[src/rtl/pipeline_hazard_ctrl.sv]
// Hazard and stall sequencer for the 5-stage core.
// It drives the stage-register enables and flushes for PC, IF/ID, ID/EX and EX/MEM,
// generates the operand-forwarding selects, and counts cycles spent with the PC frozen.
// Ports:
//   clk_i, reset_i        clock (rising edge), asynchronous active-low reset
//   id_*_i                source registers and use flags of the instruction in ID
//   ex_*_i                destination and class flags of the instruction in EX
//   mem_*_i               destination and write flag of the instruction in MEM
//   mem_busy_i            data memory not ready this cycle
//   *_en_o, *_flush_o     stage register enables / bubble loads (flush overrides enable)
//   fwd_a_o, fwd_b_o      00 regfile, 01 EX result, 10 MEM result
//   state_o               00 RUN, 01 LU_STALL, 10 STACK_WAIT
//   stall_cycles_o        saturating count of cycles with pc_en_o low
module pipeline_hazard_ctrl #(
  parameter int unsigned REG_ADDR_W = 3,
  parameter int unsigned STACK_LAT  = 3,
  parameter int unsigned CNT_W      = 16
) (
  input  logic                  clk_i,
  input  logic                  reset_i,
  input  logic [REG_ADDR_W-1:0] id_rs_i,
  input  logic [REG_ADDR_W-1:0] id_rt_i,
  input  logic                  id_uses_rs_i,
  input  logic                  id_uses_rt_i,
  input  logic [REG_ADDR_W-1:0] ex_rd_i,
  input  logic                  ex_reg_write_i,
  input  logic                  ex_is_load_i,
  input  logic                  ex_stack_op_i,
  input  logic                  ex_redirect_i,
  input  logic [REG_ADDR_W-1:0] mem_rd_i,
  input  logic                  mem_reg_write_i,
  input  logic                  mem_busy_i,
  output logic                  pc_en_o,
  output logic                  ifid_en_o,
  output logic                  idex_en_o,
  output logic                  exmem_en_o,
  output logic                  ifid_flush_o,
  output logic                  idex_flush_o,
  output logic [1:0]            fwd_a_o,
  output logic [1:0]            fwd_b_o,
  output logic [1:0]            state_o,
  output logic [CNT_W-1:0]      stall_cycles_o
);

  // Counter must hold STACK_LAT-1.
  localparam int unsigned STK_W = (STACK_LAT > 2) ? $clog2(STACK_LAT) : 1;

  typedef enum logic [1:0] {
    RUN        = 2'b00,
    LU_STALL   = 2'b01,
    STACK_WAIT = 2'b10
  } state_e;

  state_e           state_q, state_d;
  logic [STK_W-1:0] cnt_q, cnt_d;
  logic             rel_q, rel_d;
  logic [CNT_W-1:0] stall_q, stall_d;

  logic load_use_c;
  logic release_c;
  logic freeze_c;

  assign load_use_c = ex_is_load_i & ex_reg_write_i &
                      ((id_uses_rs_i & (ex_rd_i == id_rs_i)) |
                       (id_uses_rt_i & (ex_rd_i == id_rt_i)));

  // Release cycle of a stack op: cnt reached 1 in STACK_WAIT, or the
  // single-cycle release flag used when STACK_LAT == 2.
  assign release_c = ((state_q == STACK_WAIT) && (cnt_q == STK_W'(1))) ||
                     ((state_q == RUN) && rel_q);

  // Next state and stage controls.
  always_comb begin
    state_d      = state_q;
    cnt_d        = cnt_q;
    rel_d        = rel_q;
    freeze_c     = 1'b0;
    pc_en_o      = 1'b1;
    ifid_en_o    = 1'b1;
    idex_en_o    = 1'b1;
    exmem_en_o   = 1'b1;
    ifid_flush_o = 1'b0;
    idex_flush_o = 1'b0;

    if (mem_busy_i) begin
      freeze_c = 1'b1;
    end else if (release_c) begin
      // Redirect of the stack op itself is applied on the way out.
      ifid_flush_o = ex_redirect_i;
      idex_flush_o = ex_redirect_i;
      cnt_d        = '0;
      rel_d        = 1'b0;
      state_d      = RUN;
    end else if (state_q == STACK_WAIT) begin
      freeze_c = 1'b1;
      cnt_d    = cnt_q - STK_W'(1);
    end else begin
      state_d = RUN;
      if (ex_stack_op_i && (STACK_LAT > 1)) begin
        freeze_c = 1'b1;
        cnt_d    = STK_W'(STACK_LAT - 1);
        if (STACK_LAT == 2) begin
          rel_d = 1'b1;
        end else begin
          state_d = STACK_WAIT;
        end
      end else if (ex_redirect_i) begin
        ifid_flush_o = 1'b1;
        idex_flush_o = 1'b1;
      end else if (load_use_c && (state_q == RUN)) begin
        pc_en_o      = 1'b0;
        ifid_en_o    = 1'b0;
        idex_flush_o = 1'b1;
        state_d      = LU_STALL;
      end
    end

    if (freeze_c) begin
      pc_en_o    = 1'b0;
      ifid_en_o  = 1'b0;
      idex_en_o  = 1'b0;
      exmem_en_o = 1'b0;
    end

    // Held in reset: nothing advances, bubbles are loaded.
    if (!reset_i) begin
      pc_en_o      = 1'b0;
      ifid_en_o    = 1'b0;
      idex_en_o    = 1'b0;
      exmem_en_o   = 1'b0;
      ifid_flush_o = 1'b1;
      idex_flush_o = 1'b1;
    end
  end

  // Forwarding selects; loads are not forwardable from EX.
  always_comb begin
    fwd_a_o = 2'b00;
    fwd_b_o = 2'b00;
    if (reset_i) begin
      if (ex_reg_write_i && !ex_is_load_i && (ex_rd_i == id_rs_i)) begin
        fwd_a_o = 2'b01;
      end else if (mem_reg_write_i && (mem_rd_i == id_rs_i)) begin
        fwd_a_o = 2'b10;
      end
      if (ex_reg_write_i && !ex_is_load_i && (ex_rd_i == id_rt_i)) begin
        fwd_b_o = 2'b01;
      end else if (mem_reg_write_i && (mem_rd_i == id_rt_i)) begin
        fwd_b_o = 2'b10;
      end
    end
  end

  // Saturating stall-cycle counter.
  always_comb begin
    stall_d = stall_q;
    if (!pc_en_o && (stall_q != {CNT_W{1'b1}})) begin
      stall_d = stall_q + CNT_W'(1);
    end
  end

  always_ff @(posedge clk_i or negedge reset_i) begin
    if (!reset_i) begin
      state_q <= RUN;
      cnt_q   <= '0;
      rel_q   <= 1'b0;
      stall_q <= '0;
    end else begin
      state_q <= state_d;
      cnt_q   <= cnt_d;
      rel_q   <= rel_d;
      stall_q <= stall_d;
    end
  end

  assign state_o        = state_q;
  assign stall_cycles_o = stall_q;

endmodule

[config.mk]
export PLATFORM = sky130hd
export DESIGN_NAME = pipeline_hazard_ctrl
export DESIGN_NICKNAME = d
export VERILOG_FILES = /design/src/rtl/pipeline_hazard_ctrl.sv
export SDC_FILE = /design/constraint.sdc
export NUM_CORES = 1
export LEC_CHECK = 0
export BUFFER_PORTS_ARGS = -buffer_cell sky130_fd_sc_hd__buf_2
export CAP_MARGIN = 10
export CORE_AREA = 2 2 54 82
export DETAILED_ROUTE_END_ITERATION = 8
export DIE_AREA = 0 0 56 84
export PLACE_DENSITY = 0.54
export SLEW_MARGIN = 40
export SYNTH_ARGS = -nofsm -noshare
export SYNTH_HDL_FRONTEND = slang
export SYNTH_SLANG_ARGS = --single-unit
[constraint.sdc]
create_clock -name clk_i -period 2.2 [get_ports clk_i]
set_input_delay 0 -clock clk_i [delete_from_list [all_inputs] [get_ports clk_i]]
set_output_delay 0 -clock clk_i [all_outputs]
set_load 0.1 [all_outputs]
==> results of run 1 <==
## timing repair
item,4_1_cts,5_1_grt
endpoints found under the hold margin,20,0
hold buffers,1,0
setup buffers,0,0
gates resized for setup,0,0
## final timing paths
check	startpoint	to	cells after the start
worst max-delay path	state_o[1]	exmem_en_o	5
worst min-delay path	mem_busy_i	state_o[1]	3
worst max register to register	cnt_q[0]	stall_cycles_o[12]	7
worst min register to register	stall_cycles_o[6]	stall_cycles_o[6]	1
max in group asynchronous	reset_i	stall_cycles_o[0]	3
min in group asynchronous	reset_i	cnt_q[0]	2
## cell families (layout without fill, tap and decap cells)
logic type               count (synthesis)  count (layout)  synth area share (%)
AO/OA/AOI/OAI                           28              28                  19.2
XOR/XNOR                                25              25                  16.2
adder cells (fa/ha/maj)                  2               2                  1.85
buffers and inverters                    8              61                  3.79
flip-flops                              20              20                  36.9
multiplexers                             3               3                  2.49
AND/OR/NAND/NOR                         48              48                  19.6
## cells in the mapped netlist (2+ instances only)
library cell  number  area [µm²]
nand4_1            5        31.3
nand2_1           11        41.3
a211oi_2           6        75.1
nand3_1            8        40.0
xor2_1            11        96.3
o211ai_1           3        22.5
dfrtp_1           20         500
ha_1               2        25.0
and3_1             5        31.3
inv_1              3        11.3
mux2_2             2        22.5
nor2_1             9        33.8
o21ai_0            2        10.0
nor2b_1            3        18.8
nand2b_1           2        12.5
a21oi_1            2        10.0
a2111oi_0          3        26.3
buf_4              2        15.0
xnor2_1           14         123
o2111ai_1          2        17.5
## stage by stage
step / hold WS (ns) / instance area (µm²) / utilization (%)
detailed placement: -0.129 / 1690 / 41.6
global route: 0.0548 / 1760 / 43.2
finish: 0.0425 / 1760 / 43.2
CTS: 0.0393 / 1760 / 43.2
floorplan: -0.296 / 1400 / -
global placement: -0.137 / 1690 / 41.6
## sequential cells by signal, summed over array words and instances, names as in the netlist
name,cells
cnt_q,2
stall_cycles_o,16
state_o,2
## critical path, stage by stage, from the launching register on
cell and delay (ns):
dfrtp_4 0.51, nor2b_1 0.16, o31ai_2 0.23, nand2_2 0.23
clkinv_4 0.16, buf_2 0.44
## report_power, final
group	total [mW]	internal (mW)	switching, mW
Combinational	1.40	0.294	1.10
Clock	0.287	0.160	0.128
Sequential	0.642	0.504	0.138
## area by class of cell
cell class,count,area (µm²),share of cell area (%)
clock buffers,4,55.1,3.14
inverters,4,20.0,1.14
flip-flops and latches,20,518,29.5
well taps,46,57.6,3.28
repair buffers,53,278,15.8
multi-input cells,106,827,47.1
## per-layer routing
layer | vias to the layer above | wire [µm]
li1 | 595 | -
met1 | 594 | 1310
met2 | 45 | 1850
met5 | - | 0
met3 | 5 | 200
met4 | 0 | 51
==> results.tsv, run 1 <==
stage	metric	value	unit
global_routing	grt_max_degree	18	
final_layout	antennaDiodeCount	0	
routing	vias	1239	
cts	numCtsBuffers	3	
setup_path	critPathCaptureType	primary output	
synthesis	synth.distinct_cells	39	
setup_path	crit_required	2.20	ns
floorplanning	dieHeight	84	µm
final_layout	area_growth	29.5	%
synthesis	synth_seq_cells	20	
final_layout	layout-drive-gt1-share	47.1	%
timing	slew_headroom	64.8	%
placement	dp_hpwl	2.65	mm
run	maxCapViolCount	0	
global_routing	grt_pass1_vias	1309	
timing	fin_setup_tns	0	ns
setup_path	worst-endpoint-arrival	2.00	ns
synthesis	synth-seq-area-share	36.9	%
synthesis	ys.flop_type	dfrtp_1	
timing	fmax	0.499	GHz
final_layout	stdcell_count	233	
synthesis	avgSynthCellArea	10.1	µm²
global_routing	met1_usage	16.4	%
power	ir_worst_vdd	1160	µV
run_status	outcome	completed	
placement	pre_cts_slack	0.290	ns
global_routing	gr-usage-met2	27.5	%
floorplanning	io_pins	50	
final_layout	layout.nets	212	
synthesis	synth_edf_count	0	
synthesis	netlist_area	0.00136	mm²
routing	drc	0	
cts	clk_pin_slew	0.08	ns
power	p_leak	0.762	nW
cts	cts_max_level	1	
timing	rsz0062_at_grt	no	
floorplanning	start_util	33.3	%
timing	setup_viol	0	
cts	cts_tree	built	
setup_path	startpoint_type	flop	
global_routing	track_usage	14.9	%
routing	wl	3.42	mm
floorplanning	num_rows	29	
global_routing	grt_pass1_wl	5.69	mm
final_layout	nFillCells	418	
timing	worstMarginPinSlew	0.525	ns
timing	timing.final.crit_share	91.1	%
power	fin_total_pwr	2.33	mW
routing	routed_via_density	5.32	
synthesis	synth_cells	134	
cts	clockBufferDepth	2	
timing	hold_violations	0	
setup_path	crit_fanout	10	
timing	min_period	2.00	ns
final_layout	final_cell_mix	49 x buf_2, 14 x xnor2_1, 11 x xor2_1, 11 x dfrtp_2, 10 x nand2_1	
timing	skew	0.00127	ns
synthesis	syn_nets	158	
cts	cts_sinks	20	
power	p_per_area	1330	mW/mm²
synthesis	synthArstFlopShare	100	%
routing	drt_iter0_markers	44	
routing	wire_per_inst	14.7	µm
cts	cts-root-buf	clkbuf_8	
floorplanning	die_w	56	µm
hold_path	hold_path_class	input port to flop	
placement	dp.cells	228	
routing	antenna_left	0	
floorplanning	dieArea	0.00470	mm²
placement	gp_congestion	0.865	
cts	clk_latency	0.26	ns
global_routing	grt_use_met3	2.48	%
timing	slew_violations	0	
global_routing	gr-max-usage-layer	met2	
setup_path	path_class	flop to primary output	
routing	dr.pass1.iters	4	
global_routing	antenna_found_initial	0	
global_routing	grt_overflow_total	0	
synthesis	ys_warn_count	0	
timing	finalWorstSetupSlack	0.196	ns
floorplanning	core	0.00406	mm²
final_layout	final_common_cell	buf_2	
placement	io_buffers	49	
setup_path	regToRegSetupSlack	0.28	ns
Power figures use the tool's default switching activity.
==> run 2: changes to the inputs <==
--- a/config.mk
+++ b/config.mk
@@ -7,10 +7,12 @@
 export LEC_CHECK = 0
 export BUFFER_PORTS_ARGS = -buffer_cell sky130_fd_sc_hd__buf_2
 export CAP_MARGIN = 10
-export CORE_AREA = 2 2 54 82
+export CELL_PAD_IN_SITES_DETAIL_PLACEMENT = 0
+export CELL_PAD_IN_SITES_GLOBAL_PLACEMENT = 2
+export CORE_AREA = 2 2 59 89
 export DETAILED_ROUTE_END_ITERATION = 8
-export DIE_AREA = 0 0 56 84
-export PLACE_DENSITY = 0.54
+export DIE_AREA = 0 0 61 91
+export PLACE_DENSITY = 0.73
 export SLEW_MARGIN = 40
 export SYNTH_ARGS = -nofsm -noshare
 export SYNTH_HDL_FRONTEND = slang
==> results.tsv, run 2 (synthesized netlist as in run 1, its figures left out) <==
stage	metric	value	unit	change
run_status	outcome	completed		
placement	io_buffers	49		unchanged
timing	fmax	0.493	GHz	-1.2%
floorplanning	start_util	28.4	%	-4.9 points
routing	wl	3.50	mm	+2.4%
cts	numCtsBuffers	3		unchanged
global_routing	antenna_found_initial	0		unchanged
final_layout	layout-drive-gt1-share	46.5	%	-0.53 points
final_layout	post-route-util	37.1	%	-6.1 points
setup_path	worst-path-buf-inv	2		unchanged
final_layout	antennaDiodeCount	0		unchanged
routing	drc	0		unchanged
timing	slew_violations	0		unchanged
cts	clk_pin_slew	0.07	ns	about the same
setup_path	worst-endpoint-arrival	2.03	ns	+0.03 ns
placement	dp_hpwl	2.80	mm	+5.3%
cts	postCtsResizedCells	0		unchanged
routing	drt_iter0_markers	46		+4.5%
timing	slew_headroom	68.2	%	+3.4 points
global_routing	track_usage	13.4	%	-1.6 points
setup_path	path_class	flop to primary output		
global_routing	grt_pass1_vias	1257		-4.0%
setup_path	crit_chain	nor2b_1, o31ai_2, nand2_2, clkinv_4, buf_2		
setup_path	crit_required	2.20	ns	about the same
final_layout	largest_reg_flops	16		unchanged
setup_path	max_stage_delay	0.51	ns	about the same
final_layout	final_common_cell	buf_2		
final_layout	layout.nets	212		unchanged
global_routing	grt_pass1_wl	5.75	mm	+1.1%
setup_path	critPathTopFamily	buffers and inverters		
floorplanning	io_pins	50		unchanged
timing	fin_setup_tns	0	ns	unchanged
final_layout	multi_input_area	827	µm²	unchanged
cts	cts_tree	built		
timing	hold_violations	0		unchanged
cts	cts_sinks	20		unchanged
final_layout	nFillCells	522		+25%
cts	cts_max_level	1		unchanged
setup_path	startpoint_type	flop		
timing	rsz0062_at_grt	no		
setup_path	crit_fanout	10		unchanged
floorplanning	core	0.00477	mm²	+17%
floorplanning	dieArea	0.00555	mm²	+18%
timing	timing.final.crit_share	92.2	%	+1.1 points
routing	vias	1224		-1.2%
timing	skew	0.000939	ns	-0.000329 ns
run	maxCapViolCount	0		unchanged
global_routing	grt_overflow_total	0		unchanged
power	p_leak	0.756	nW	-0.79%
final_layout	stdcell_count	253		+8.6%
routing	antenna_left	0		unchanged
routing	dr.pass1.iters	4		unchanged
cts	clk_latency	0.26	ns	about the same
timing	setup_viol	0		unchanged
power	p_per_area	1300	mW/mm²	-2.3%
placement	pre_cts_slack	0.234	ns	-0.0552 ns
placement	gp_congestion	0.736		-15%
final_layout	regArea	518	µm²	unchanged
power	fin_total_pwr	2.29	mW	-1.5%
floorplanning	num_rows	31		+6.9%
placement	dp.cells	248		+8.8%
setup_path	crit_slowest_cell	dfrtp_4		
setup_path	critPathCaptureType	primary output		
timing	finalWorstSetupSlack	0.171	ns	-0.0246 ns
cts	cts-root-buf	clkbuf_8		
floorplanning	die_w	61	µm	+8.9%
global_routing	grt_max_degree	17		-1
cts	clockBufferDepth	2		unchanged
routing	wire_per_inst	13.8	µm	-5.7%
routing	routed_via_density	4.84		-9.0%
timing	worstMarginPinSlew	0.474	ns	-0.0511 ns
final_layout	final_cell_mix	49 x buf_2, 14 x xnor2_1, 11 x xor2_1, 11 x dfrtp_2, 10 x nand2_1		
final_layout	area_growth	30.7	%	
power	ir_worst_vdd	644	µV	-44%
hold_path	hold_path_class	input port to flop		
floorplanning	dieHeight	91	µm	+8.3%
timing	min_period	2.03	ns	+0.0246 ns
==> run 2: cell counts in the layout (fill, tap and decap cells not counted) <==
No cell type changed its count.
==> run 2: layout make-up <==
| cell class | instances | area share, % |
|---|---|---|
| Inverter | 4 | 1.13 |
| Multi-Input combinational cell | 106 | 46.7 |
| Tap cell | 66 | 4.66 |
| Clock buffer | 4 | 2.54 |
| Timing Repair Buffer | 53 | 15.7 |
| Sequential cell | 20 | 29.3 |
==> run 2: power by group <==
part           total, mW  switching [mW]  internal, mW
Combinational       1.40            1.10         0.295
Sequential         0.647           0.143         0.504
Clock              0.249           0.120         0.129
Total               2.29            1.37         0.928
==> run 2: routing by layer <==
| metal | vias up | part of all wire [%] | track usage [%] |
|---|---|---|---|
| li1 | 595 | - | - |
| met3 | 5 | 5.3 | 1.85 |
| met1 | 583 | 42 | 17.0 |
| met2 | 41 | 51 | 22.6 |
| met5 | - | 0 | 0 |
| met4 | 0 | 1.6 | 4.35 |
==> run 2: per-stage QoR <==
stage,area [µm²],hold WS (ns)
after global routing,1770,0.0706
after CTS,1770,0.0487
after detailed placement,1720,-0.104
after global placement,1720,-0.103
final,1770,0.0497
after floorplan,1400,-0.296
==> run 2: repair_timing <==
item                                   4_1_cts  5_1_grt
endpoints found under the hold margin       20        0
buffers inserted                             0        0
setup endpoints to repair                    0        0
hold buffers                                 1        0
==> run 2: final timing paths <==
path	startpoint	end	slack, ns	depth (start not counted)
max in group asynchronous	reset_i	state_o[1]	1.54	3
max	state_o[1]	exmem_en_o	0.17	5
min in group asynchronous	reset_i	stall_cycles_o[5]	0.15	2
min	mem_busy_i	cnt_q[0]	0.05	2
max reg2reg	state_o[1]	stall_cycles_o[12]	0.24	5
min reg2reg	stall_cycles_o[6]	stall_cycles_o[6]	0.49	1
